**src/rtl/vector_interp_seq.sv**
```systemverilog
// -----------------------------------------------------------------------------
// vector_interp_seq
//
// Streams 128-bit pixel words (four 32-bit lanes, lane 0 = bits 31:0) through
// an external combinational vector ALU in its interpolation modes. Every
// accepted word is expanded into three result words, issued with ALUop 101,
// 110 and 111 in that order. The 111 step needs lane 0 of the following word,
// so a one-word lookahead buffer sits next to the word being expanded. At the
// end of a row the edge pixel (lane 3) stands in for the missing neighbour.
//
// Ports
//   clk        system clock, rising edge
//   reset      asynchronous, active-high; clears all state
//   in_valid   input word offered
//   in_ready   input word accepted this cycle (when in_valid)
//   in_data    four input pixels
//   in_last    input word is the last of its row
//   alu_sub    VCSub drive, tied low
//   alu_op     ALUop drive (000 when idle)
//   alu_a      inputA drive (the word being expanded)
//   alu_b      inputB drive (only lane 0 is ever non-zero)
//   alu_out    ALU result, combinational in the same cycle
//   out_valid  result word valid (registered)
//   out_ready  downstream accepts the result word
//   out_data   result word (registered)
//   out_last   final result word of a row (registered)
//   busy       expansion in progress or a result still pending
// -----------------------------------------------------------------------------
module vector_interp_seq (
  input  logic         clk,
  input  logic         reset,
  input  logic         in_valid,
  output logic         in_ready,
  input  logic [127:0] in_data,
  input  logic         in_last,
  output logic         alu_sub,
  output logic [2:0]   alu_op,
  output logic [127:0] alu_a,
  output logic [127:0] alu_b,
  input  logic [127:0] alu_out,
  output logic         out_valid,
  input  logic         out_ready,
  output logic [127:0] out_data,
  output logic         out_last,
  output logic         busy
);

  typedef enum logic [1:0] {
    IDLE = 2'd0,
    EXP0 = 2'd1,
    EXP1 = 2'd2,
    EXP2 = 2'd3
  } state_t;

  state_t       state;
  state_t       state_nx;

  logic [127:0] cur;
  logic         cur_last;
  logic [127:0] nxt;
  logic         nxt_last;
  logic         nxt_valid;

  logic         accept;
  logic         slot;
  logic         go;

  // ---------------------------------------------------------------------------
  // Next state, handshake and ALU drive
  // ---------------------------------------------------------------------------
  always_comb begin
    // NOTE: every output of this block gets a default first, so no path can
    // leave a signal unassigned and infer a latch.
    state_nx = state;
    alu_op   = 3'b000;
    alu_b    = '0;
    go       = 1'b0;

    // Once the row's last word is held, nothing more is taken until the row
    // has fully drained back to IDLE; otherwise one lookahead slot is free.
    in_ready = !reset && ((state == IDLE) || (!cur_last && !nxt_valid));
    accept   = in_valid && in_ready;
    slot     = !out_valid || out_ready;

    unique case (state)
      IDLE: begin
        if (accept) state_nx = EXP0;
      end
      EXP0: begin
        alu_op = 3'b101;
        go     = slot;
        if (go) state_nx = EXP1;
      end
      EXP1: begin
        alu_op = 3'b110;
        go     = slot;
        if (go) state_nx = EXP2;
      end
      EXP2: begin
        alu_op = 3'b111;
        // Right-hand neighbour of lane 3: the next word's first pixel, or the
        // edge pixel replicated at the end of a row. Lanes 1-3 stay zero.
        alu_b[31:0] = cur_last ? cur[127:96] : nxt[31:0];
        go          = slot && (nxt_valid || cur_last);
        if (go) state_nx = cur_last ? IDLE : EXP0;
      end
      default: state_nx = IDLE;
    endcase
  end

  assign alu_a   = cur;
  assign alu_sub = 1'b0;
  assign busy    = (state != IDLE) || out_valid;

  // ---------------------------------------------------------------------------
  // State register
  // ---------------------------------------------------------------------------
  // NOTE: sequential state is written only with non-blocking assignments so
  // every register samples the pre-edge values of the others.
  always_ff @(posedge clk or posedge reset) begin
    if (reset) state <= IDLE;
    else       state <= state_nx;
  end

  // ---------------------------------------------------------------------------
  // Word buffers and registered output stage
  // ---------------------------------------------------------------------------
  // An accept into nxt and a go that consumes nxt never coincide: accepting
  // needs nxt_valid low, consuming needs it high.
  always_ff @(posedge clk or posedge reset) begin
    if (reset) begin
      cur       <= '0;
      cur_last  <= 1'b0;
      nxt       <= '0;
      nxt_last  <= 1'b0;
      nxt_valid <= 1'b0;
      out_valid <= 1'b0;
      out_data  <= '0;
      out_last  <= 1'b0;
    end else begin
      if (accept) begin
        if (state == IDLE) begin
          cur      <= in_data;
          cur_last <= in_last;
        end else begin
          nxt       <= in_data;
          nxt_last  <= in_last;
          nxt_valid <= 1'b1;
        end
      end

      if (go) begin
        out_data  <= alu_out;
        out_valid <= 1'b1;
        out_last  <= (state == EXP2) && cur_last;
        if ((state == EXP2) && !cur_last) begin
          cur       <= nxt;
          cur_last  <= nxt_last;
          nxt_valid <= 1'b0;
        end
      end else if (slot) begin
        out_valid <= 1'b0;
      end
    end
  end

endmodule
```
**config.mk**
```make
export PLATFORM = sky130hd
export DESIGN_NAME = vector_interp_seq
export DESIGN_NICKNAME = d
export VERILOG_FILES = /design/src/rtl/vector_interp_seq.sv
export SDC_FILE = /design/constraint.sdc
export NUM_CORES = 1
export LEC_CHECK = 0
export BUFFER_PORTS_ARGS = -buffer_cell sky130_fd_sc_hd__buf_4
export CAP_MARGIN = 20
export CORE_AREA = 4 4 252 254
export DETAILED_ROUTE_END_ITERATION = 6
export DIE_AREA = 0 0 256 258
export GPL_TIMING_DRIVEN = 1
export PLACE_DENSITY = 0.49
export SLEW_MARGIN = 20
export SYNTH_ARGS = -nofsm -noshare
export SYNTH_HDL_FRONTEND = slang
export SYNTH_SLANG_ARGS = --single-unit
```
**constraint.sdc**
```tcl
create_clock -name clk -period 28.2 [get_ports clk]
set_clock_uncertainty 0.2 [all_clocks]
set_input_delay 5.64 -clock clk [delete_from_list [all_inputs] [get_ports clk]]
set_output_delay 5.64 -clock clk [all_outputs]
set_load 0.05 [all_outputs]
```
**After elaboration in Yosys (flattened, before gate mapping)**

Index checks and enable logic that the tools add are counted.

- RAM bits: 0
- Latch bits: 0
- Memories kept: 0
- Bits in registers: 391
- Word-level logic and storage cells: 61
- ROM bits: 0
- Output and inout bits: 392
- Input bits: 261

- Bitwise logic cells: 1
- Add/sub/neg operators: 0
- Reduce and logical (&&, ||, !) cells: 20
- $lt $le $gt $ge: 0
- Equal/unequal tests: 7
- Multiply operators: 0
- Shifts and indexed selects: 0
- Muxes and demuxes: 24
- Divide/modulo/power cells: 0

Operators by type and width:

| operator | count |
|---|---|
| $mux W128 | 4 |
| $mux W32 | 2 |
| $mux W1 | 11 |
| $pmux W3 S3 | 1 |
| $mux W2 | 4 |
| $ne A2 B2 Y1 const B | 4 |
| $pmux W2 S4 | 1 |
| $logic_and A1 B1 Y1 | 6 |
| $eq A2 B2 Y1 const B | 2 |
| $logic_not A1 Y1 | 4 |
| $logic_or A1 B1 Y1 | 4 |
| $reduce_and A4 Y1 | 1 |
| $reduce_bool A2 Y1 | 2 |
| $eq A2 B1 Y1 const B | 1 |
| $logic_not A2 Y1 | 1 |
| $pmux W1 S2 | 1 |
| $reduce_and A2 Y1 | 1 |
| $reduce_or A2 Y1 | 1 |
| $not A1 Y1 | 1 |

**Longest topological paths before layout**

Gate-level depths: netlist of the first run.

- Depth in word-level cells: 8
- Mapped depth: 9
- Mapped depth without buffers: 6

**Least setup slack after synthesis of the first run**

Ideal clock, no wire load.

- Path kind: input-to-reg
- Start: in reset
- End: reg cur[117] (netlist: alu_a[117])
- Library setup time: 133 ps
- Path buffers: 2
- Arrival: 15,332 ps
- Required time: 27,867 ps
- Setup slack: 12,534 ps
- Stages on the path: 6
- Cells stage by stage: inv_1 nand3_1 buf_2 buf_2 mux2i_1 o21ai_0

- Word-level cells in the longest chain between the ends: 6

Ends and longest elaborated chain:

| item | RTL line | text |
|---|---|---|
| from (decl) | 31 | `input logic reset,` |
| $logic_not A1 Y1 (no source line) * | -- |  |
| $logic_and A1 B1 Y1 * | 81 | `in_ready = !reset && ((state == IDLE) \|\| (!cur_last && !nxt_valid));` |
| $logic_and A1 B1 Y1 * | 82 | `accept = in_valid && in_ready;` |
| $mux W128 * | 141 | `if (accept) begin` |
| $mux W128 | 156 | `if ((state == EXP2) && !cur_last) begin` |
| $mux W128 * | 152 | `if (go) begin` |
| to (signal assigned) | 143 | `cur <= in_data;` |
| to (signal assigned) | 157 | `cur <= nxt;` |
| to (decl) | 58 | `logic [127:0] cur;` |

Every way passes the cells marked *; elsewhere a longest branch is shown, timed or not.
A chain may end at the register's enable or synchronous reset.

**Final worst setup path of the first run**

- Start: in reset
- End: out in_ready

- Word-level cells in the longest chain between the ends: 2

Ends and longest elaborated chain:

| item | RTL line | text |
|---|---|---|
| $logic_not A1 Y1 (no source line) | -- |  |
| $logic_and A1 B1 Y1 | 81 |  |
| to (decl) | 33 | `output logic in_ready,` |

No other way between the ends.

==> parameters.txt, run 1 <==
Parameter                              Value

Die
  Cell row count ... 91
  Die Y ... 258 microns
  IO Count ... ~650
  Area of the die ... 66050 sq um
  Die Width ... 256 microns
  Effective utilization at floorplan ... 28.00%
  Core outline area ... 61260 sq um

Yosys
  Fraction of synthesized area in multiplexers ... 26.33%
  Flops & latches, synth ... 391
  Part of the Yosys area used for sequential elements ... 57.04%
  Synth Area in XOR/XNOR ... 0%
  Simple-gate share of the synthesized area ... 4.829%
  Synth unique cells ... 28
  Mean instance size in the synthesized netlist ... 13.03 sq um
  Synthesized area ... between 15000 and 20000 sq um
  Synthesized-area fraction occupied by ao, oa, aoi and oai cells ... 4.034%
  Adder-Cell Fraction of Synth Area ... less than 1%
  Warnings from Yosys ... 0
  Number of instances in the synthesized netlist ... 1316
  Dominant combinational cell family by area after synthesis ... multiplexers

Routing
  Detail-routed net length per standard cell ... 20.04 microns
  DRC violations left ... 0
  Total routed wirelength ... 53.77 mm
  DR pass1 iterations ... 4
  Vias per inst ... 4.351
  Routed Antenna Nets ... 0
  Via count of the routed design ... 11670
  Number of violations reported at the end of detailed-routing iteration 0 ... 446

Critical path
  Max Fanout on Critical Path ... 3
  CP Class ... input port to output port
  Worst Setup Start Kind ... input port
  Arrival time of data at the critical path endpoint ... around 6.1 ns
  Worst r2r dst ... alu_a[1]
  R2r setup slk ... 24.33 ns
  Worst reg2reg path startpoint ... state[1]
  Worst setup startpoint ... reset
  Element type at the critical path end ... output port
  Endpoint required time on the critical path ... 22.36 ns
  R2R cell count ... 7

Global routing
  Global-route met3 utilization ... 6.178%
  GRT met1 Usage ... between 15 and 20%
  Largest net degree at the start of global routing ... 109
  Antenna violations before repair ... 4
  Number of global-route vias before repair ... 12280
  First-pass GRT wire length ... 80.42 mm
  Global routing met2 resource utilization ... between 20% and 30%
  Overall Global Routing Usage ... 15.67%
  GR peak layer ... met2
  Remaining global-route overflow ... 0

Timing
  Setup repair after global routing missed its margin ... no
  Max_slew headroom ... 30.75%
  Final-report setup violation count ... 0
  Period utilisation layout ... 42.38%
  Final Worst Setup Slack ... 16.25 ns
  Pin slew with the least headroom to its limit ... 1.039 ns
  Count of final max-slew check failures ... 0
  Minimum clock period ... between 10 and 15 ns
  TNS Setup ... 0 ns
  Maximum operating frequency ... 0.08367 GHz
  Final Hold Violating Endpoints ... 0

Pwr
  Pwr Density ... 148.6 nW/um^2
  Worst vdd ir ... 0.06890 mV
  LEAKAGE ... around 0.011 uW

CTS
  Skew-Pair Late Insertion Delay ... 0.56 ns
  CTS-repair resized insts ... 0
  CTS tree ... built
  Worst-path clk slew ... 0.06 ns
  H-tree Lvls ... 2
  Sinks on the clock net ... 391
  Maximum buffer depth of the clock tree ... 3
  Root Driver ... clkbuf_16
  Hold_buf cts ... 0
  CTS Buf Count ... 47
  Setup Fix Bufs, Post-CTS ... 0

Placed design
  Post-Place Cell Area ... approximately 22000 sq um
  Count of buffers from port buffering ... 555
  Final HPWL DP ... 38.68 mm
  Total placed cells including tap cells ... approximately 2600
  Placer Congestion ... 0.7471
  Worst setup timing slack at the placement stage ... 16.26 ns

Hold path
  Destination of the worst hold path ... alu_a[65]
  Class of the tightest hold or removal check ... register to register
  Start point of the worst hold path ... nxt[65]
  Number of stages on the worst hold path ... 2

Finish
  Layout Utilization ... 37.77%
  Number of non-filler instances in the completed layout ... 2683
  Commonest cells after routing, fill and taps aside ... buf_4 (569), dfrtp_1 (390), mux2i_1 (161)
  Area added between synthesis and finish ... 34.87%
  Leading cell type in the layout, fill and taps excluded ... buf_4
  Layout cell share with drive strength beyond 1 ... 42.25%
  Final Cell Area ... between 20000 and 25000 sq um
  Number of nets in the final layout ... 2122

Status
  Run status ... finished, final reports clean

Run
  Number of max-cap violations ... 0
==> how the worst max path moves through the flow <==
stage          endpoint  slack [ns]  cells after the start
3_3_place_gp   in_ready       16.28                      3
6_report       in_ready       16.25                      3
5_1_grt        in_ready       16.22                      3
4_1_cts        in_ready       16.25                      3
3_5_place_dp   in_ready       16.26                      3
2_1_floorplan  alu_a[0]       11.47                      1
==> final cells by class <==
cell class,count,area (sq um)
inverter,5,26.28
sequential,391,9788
tap,790,988.4
clock buffer,76,1458
timing repair buffer,570,4283
fill,6049,38120
clock inverter,8,96.34
multi-input combinational,841,6491
antenna,2,5.005
==> critical path: stages <==
cell    delay [ns]
buf_4         0.14
nor2_1        0.12
buf_4         0.21
==> where the power goes <==
| group | total, uW | leakage [uW] | internal (uW) | switching [uW] |
|---|---|---|---|---|
| clock | 608 | 0.000762 | 370 | 239 |
| combinational | 1800 | 0.00591 | 605 | 1190 |
| sequential | 1030 | 0.00470 | 851 | 180 |
==> cells by family (layout without fill, tap and decap cells) <==
logic type / after synthesis / count (layout)
DFF: 391 / 391
adders and majority gates: 5 / 5
other: 1 / 99
AOI/OAI and AO/OA: 136 / 136
and+or+nand+nor: 184 / 184
buffers and inverters: 180 / 659
muxes: 419 / 419
==> metrics by stage <==
step	hold WS, ns	power, uW
floorplan	0.2460	2318
global placement	0.2536	2839
detailed placement	0.2630	2873
CTS	0.2777	3502
global route	0.2924	3633
finish	0.2750	3438
==> synthesized netlist by cell type, drive strengths merged <==
cell | n | share of area, %
ha | 5 | 0.36
o21ai | 133 | 3.9
nor4 | 1 | 0.12
nand2 | 130 | 2.8
nor2 | 8 | 0.18
mux2i | 161 | 9.4
a2bb2oi | 1 | 0.051
dfrtp | 391 | 57
inv | 5 | 0.11
buf | 156 | 6.9
nor3 | 3 | 0.15
clkbuf | 19 | 0.42
nand4 | 2 | 0.073
or2 | 2 | 0.088
nand3 | 1 | 0.029
o2bb2ai | 1 | 0.051
nor2b | 33 | 1.2
mux2 | 258 | 17
nand2b | 4 | 0.15
conb | 1 | 0.022
a21oi | 1 | 0.051
==> state kept, by name (all words and copies together), names as in the netlist <==
signal	cells
nxt_valid	1
out_last	1
out_valid	1
nxt_last	1
alu_a	128
nxt	128
out_data	128
cur_last	1
state	2
==> routing by layer <==
metal	wire length [microns]	part of all wire [%]
met5	13	0.024
met4	1179	2.2
met3	4548	8.5
met2	26800	50
met1	21230	39
No activity file was read; power rests on OpenSTA's default activity.
==> inputs of run 2 (changes only) <==
- PLACE_DENSITY: 0.49 -> 0.5
- clock period: 28.2 -> 10.3 ns (I/O delays scaled with it)
==> run 2 against run 1 <==
Wire length rose by 2.4%; clock power rose to 2.6 times the previous value; total power grew to 2.7 times the previous value; first-iteration DRC count increased by 8.1%; non-clock buffer count fell by 1; worst setup slack got worse by 11 ns; clock-buffer cell count fell by 2; critical path type unchanged; highest routed layer unchanged.
==> parameters.txt, run 2 (synthesized netlist as in run 1, its figures left out) <==
Parameter                              Value

Die
  Effective utilization at floorplan ... 28.00% (unchanged)
  Die Width ... 256 microns (unchanged)
  Die Y ... 258 microns (unchanged)
  Area of the die ... 66050 sq um (unchanged)
  Core outline area ... 61260 sq um (unchanged)
  IO Count ... 653 (unchanged)
  Cell row count ... 91 (unchanged)

CTS
  Setup Fix Bufs, Post-CTS ... 0 (unchanged)
  Root Driver ... clkbuf_16
  Worst-path clk slew ... 0.06 ns (about the same)
  CTS-repair resized insts ... 0 (unchanged)
  CTS tree ... built
  Skew-Pair Late Insertion Delay ... 0.56 ns (about the same)
  H-tree Lvls ... 2 (unchanged)
  Maximum buffer depth of the clock tree ... 3 (unchanged)
  Sinks on the clock net ... 391 (unchanged)
  Hold_buf cts ... 0 (unchanged)
  CTS Buf Count ... 46 (-2.1%)

Routing
  Total routed wirelength ... 55.07 mm (+2.4%)
  Via count of the routed design ... 11670 (-0.060%)
  Number of violations reported at the end of detailed-routing iteration 0 ... 482 (+8.1%)
  DR pass1 iterations ... 4 (unchanged)
  Detail-routed net length per standard cell ... 20.55 microns (+2.5%)
  Routed Antenna Nets ... 0 (unchanged)
  DRC violations left ... 0 (unchanged)
  Vias per inst ... 4.353 (about the same)

Pwr
  LEAKAGE ... 0.01132 uW (-0.38%)
  Total power consumption of the routed design ... 9389 uW (+170%)
  Pwr Density ... 406.8 nW/um^2 (+170%)
  Worst vdd ir ... 0.1907 mV (+180%)

Finish
  Number of non-filler instances in the completed layout ... 2680 (-0.11%)
  FILL cells ... 6026 (-0.38%)
  Area added between synthesis and finish ... 34.56%
  Layout cell share with drive strength beyond 1 ... 41.98% (-0.27 points)
  Final Cell Area ... 23080 sq um (-0.23%)
  Leading cell type in the layout, fill and taps excluded ... buf_4
  Number of nets in the final layout ... 2120 (-0.094%)
  Commonest cells after routing, fill and taps aside ... buf_4 (566), dfrtp_1 (390), mux2i_1 (161)

Global routing
  Number of global-route vias before repair ... 12080 (-1.6%)
  Overall Global Routing Usage ... 16.00% (+0.33 points)
  Antenna violations before repair ... 5 (+1)
  First-pass GRT wire length ... 81.59 mm (+1.4%)
  Largest net degree at the start of global routing ... 176 (+61%)
  Remaining global-route overflow ... 0 (unchanged)

Timing
  Minimum clock period ... between 4 and 5 ns
  Period utilisation layout ... between 40% and 50%
  Final-report setup violation count ... 0 (unchanged)
  Max_slew headroom ... 32.37% (+1.6 points)
  Worst hold slack ... 0.2727 ns (-0.002330 ns)
  TNS Setup ... 0 ns (unchanged)
  Pin slew with the least headroom to its limit ... 1.014 ns (-0.02433 ns)
  Setup repair after global routing missed its margin ... no
  Maximum operating frequency ... around 0.21 GHz
  Final Hold Violating Endpoints ... 0 (unchanged)
  Count of final max-slew check failures ... 0 (unchanged)

Critical path
  Top cell by count, worst path ... buf_4
  Slowest library cell on the worst path ... buf_4
  Max incr delay on CP ... 0.22 ns (about the same)
  Element type at the critical path end ... output port
  Arrival time of data at the critical path endpoint ... 2.54 ns (-3.57 ns)
  Endpoint required time on the critical path ... 8.04 ns (-14.32 ns)
  Cells along the critical path ... buf_4 > nor2_1 > buf_4
  Cell type group with the largest total delay on the critical path ... buffers and inverters
  CP Class ... input port to output port
  Max Fanout on Critical Path ... 3 (unchanged)
  Combined buffer and inverter count along the critical path ... 2 (unchanged)
  Worst Setup Start Kind ... input port

Placed design
  Count of buffers from port buffering ... 555 (unchanged)
  Final HPWL DP ... 39.60 mm (+2.4%)
  Total placed cells including tap cells ... 2595 (-0.077%)
  Post-Place Cell Area ... 21580 sq um (about the same)
  Placer Congestion ... 0.7901 (+5.8%)

Run
  Number of max-cap violations ... 0 (unchanged)

Status
  Run status ... finished, final reports clean

Hold path
  Class of the tightest hold or removal check ... register to register
## run 2: layout make-up
type	instances	area, sq um	area share (%)
clock buffers	74	1368	5.925
multi-input cells	841	6491	28.12
well taps	790	988.4	4.282
repair buffers	569	4317	18.70
clock inverters	9	107.6	0.4662
flip-flops and latches	391	9786	42.39
diodes	1	2.502	0.01084
inverters	5	22.52	0.09757
## run 2: stage by stage
step | util [%] | worst slack [ns]
6_report | 37.68 | 5.498
5_1_grt | 37.68 | 5.444
4_1_cts | 37.63 | 5.490
3_5_place_dp | 35.22 | 5.381
3_3_place_gp | 35.22 | 5.436
2_1_floorplan | - | 0.6364
## run 2: path summary, 6_finish.rpt
check / from / to / slack [ns] / cells past startpoint
worst max-delay path: reset / in_ready / 5.50 / 3
worst min-delay path: nxt[119] / alu_a[119] / 0.27 / 2
worst max register to register: state[0] / alu_a[40] / 6.10 / 6
worst min register to register: nxt[119] / alu_a[119] / 0.27 / 2
max in group asynchronous: reset / out_data[41] / 7.17 / 4
min in group asynchronous: reset / state[0] / 1.47 / 3
## run 2: per-layer routing
| layer | global-route usage (%) | up-vias | routed length [microns] | part of all wire [%] |
|---|---|---|---|---|
| li1 | - | 5428 | - | - |
| met1 | 18.73 | 5777 | 21650 | 39 |
| met2 | 27.65 | 385 | 27370 | 50 |
| met3 | 6.276 | 69 | 4730 | 8.6 |
| met4 | 3.977 | 8 | 1280 | 2.3 |
| met5 | 0 | - | 46 | 0.084 |
## run 2: tightest hold or removal path, delay by kind of cell (launching register included)
family,cells,cell delay (ns)
AOI/OAI and AO/OA,1,0.06
DFF,1,0.33
and+or+nand+nor,1,0.04
## run 2: report_power, final
part	internal [uW]	leakage (uW)	switching [uW]	total, uW
combinational	1660	0.00591	3340	5000
sequential	2330	0.00470	452	2780
clock	956	0.000714	653	1610
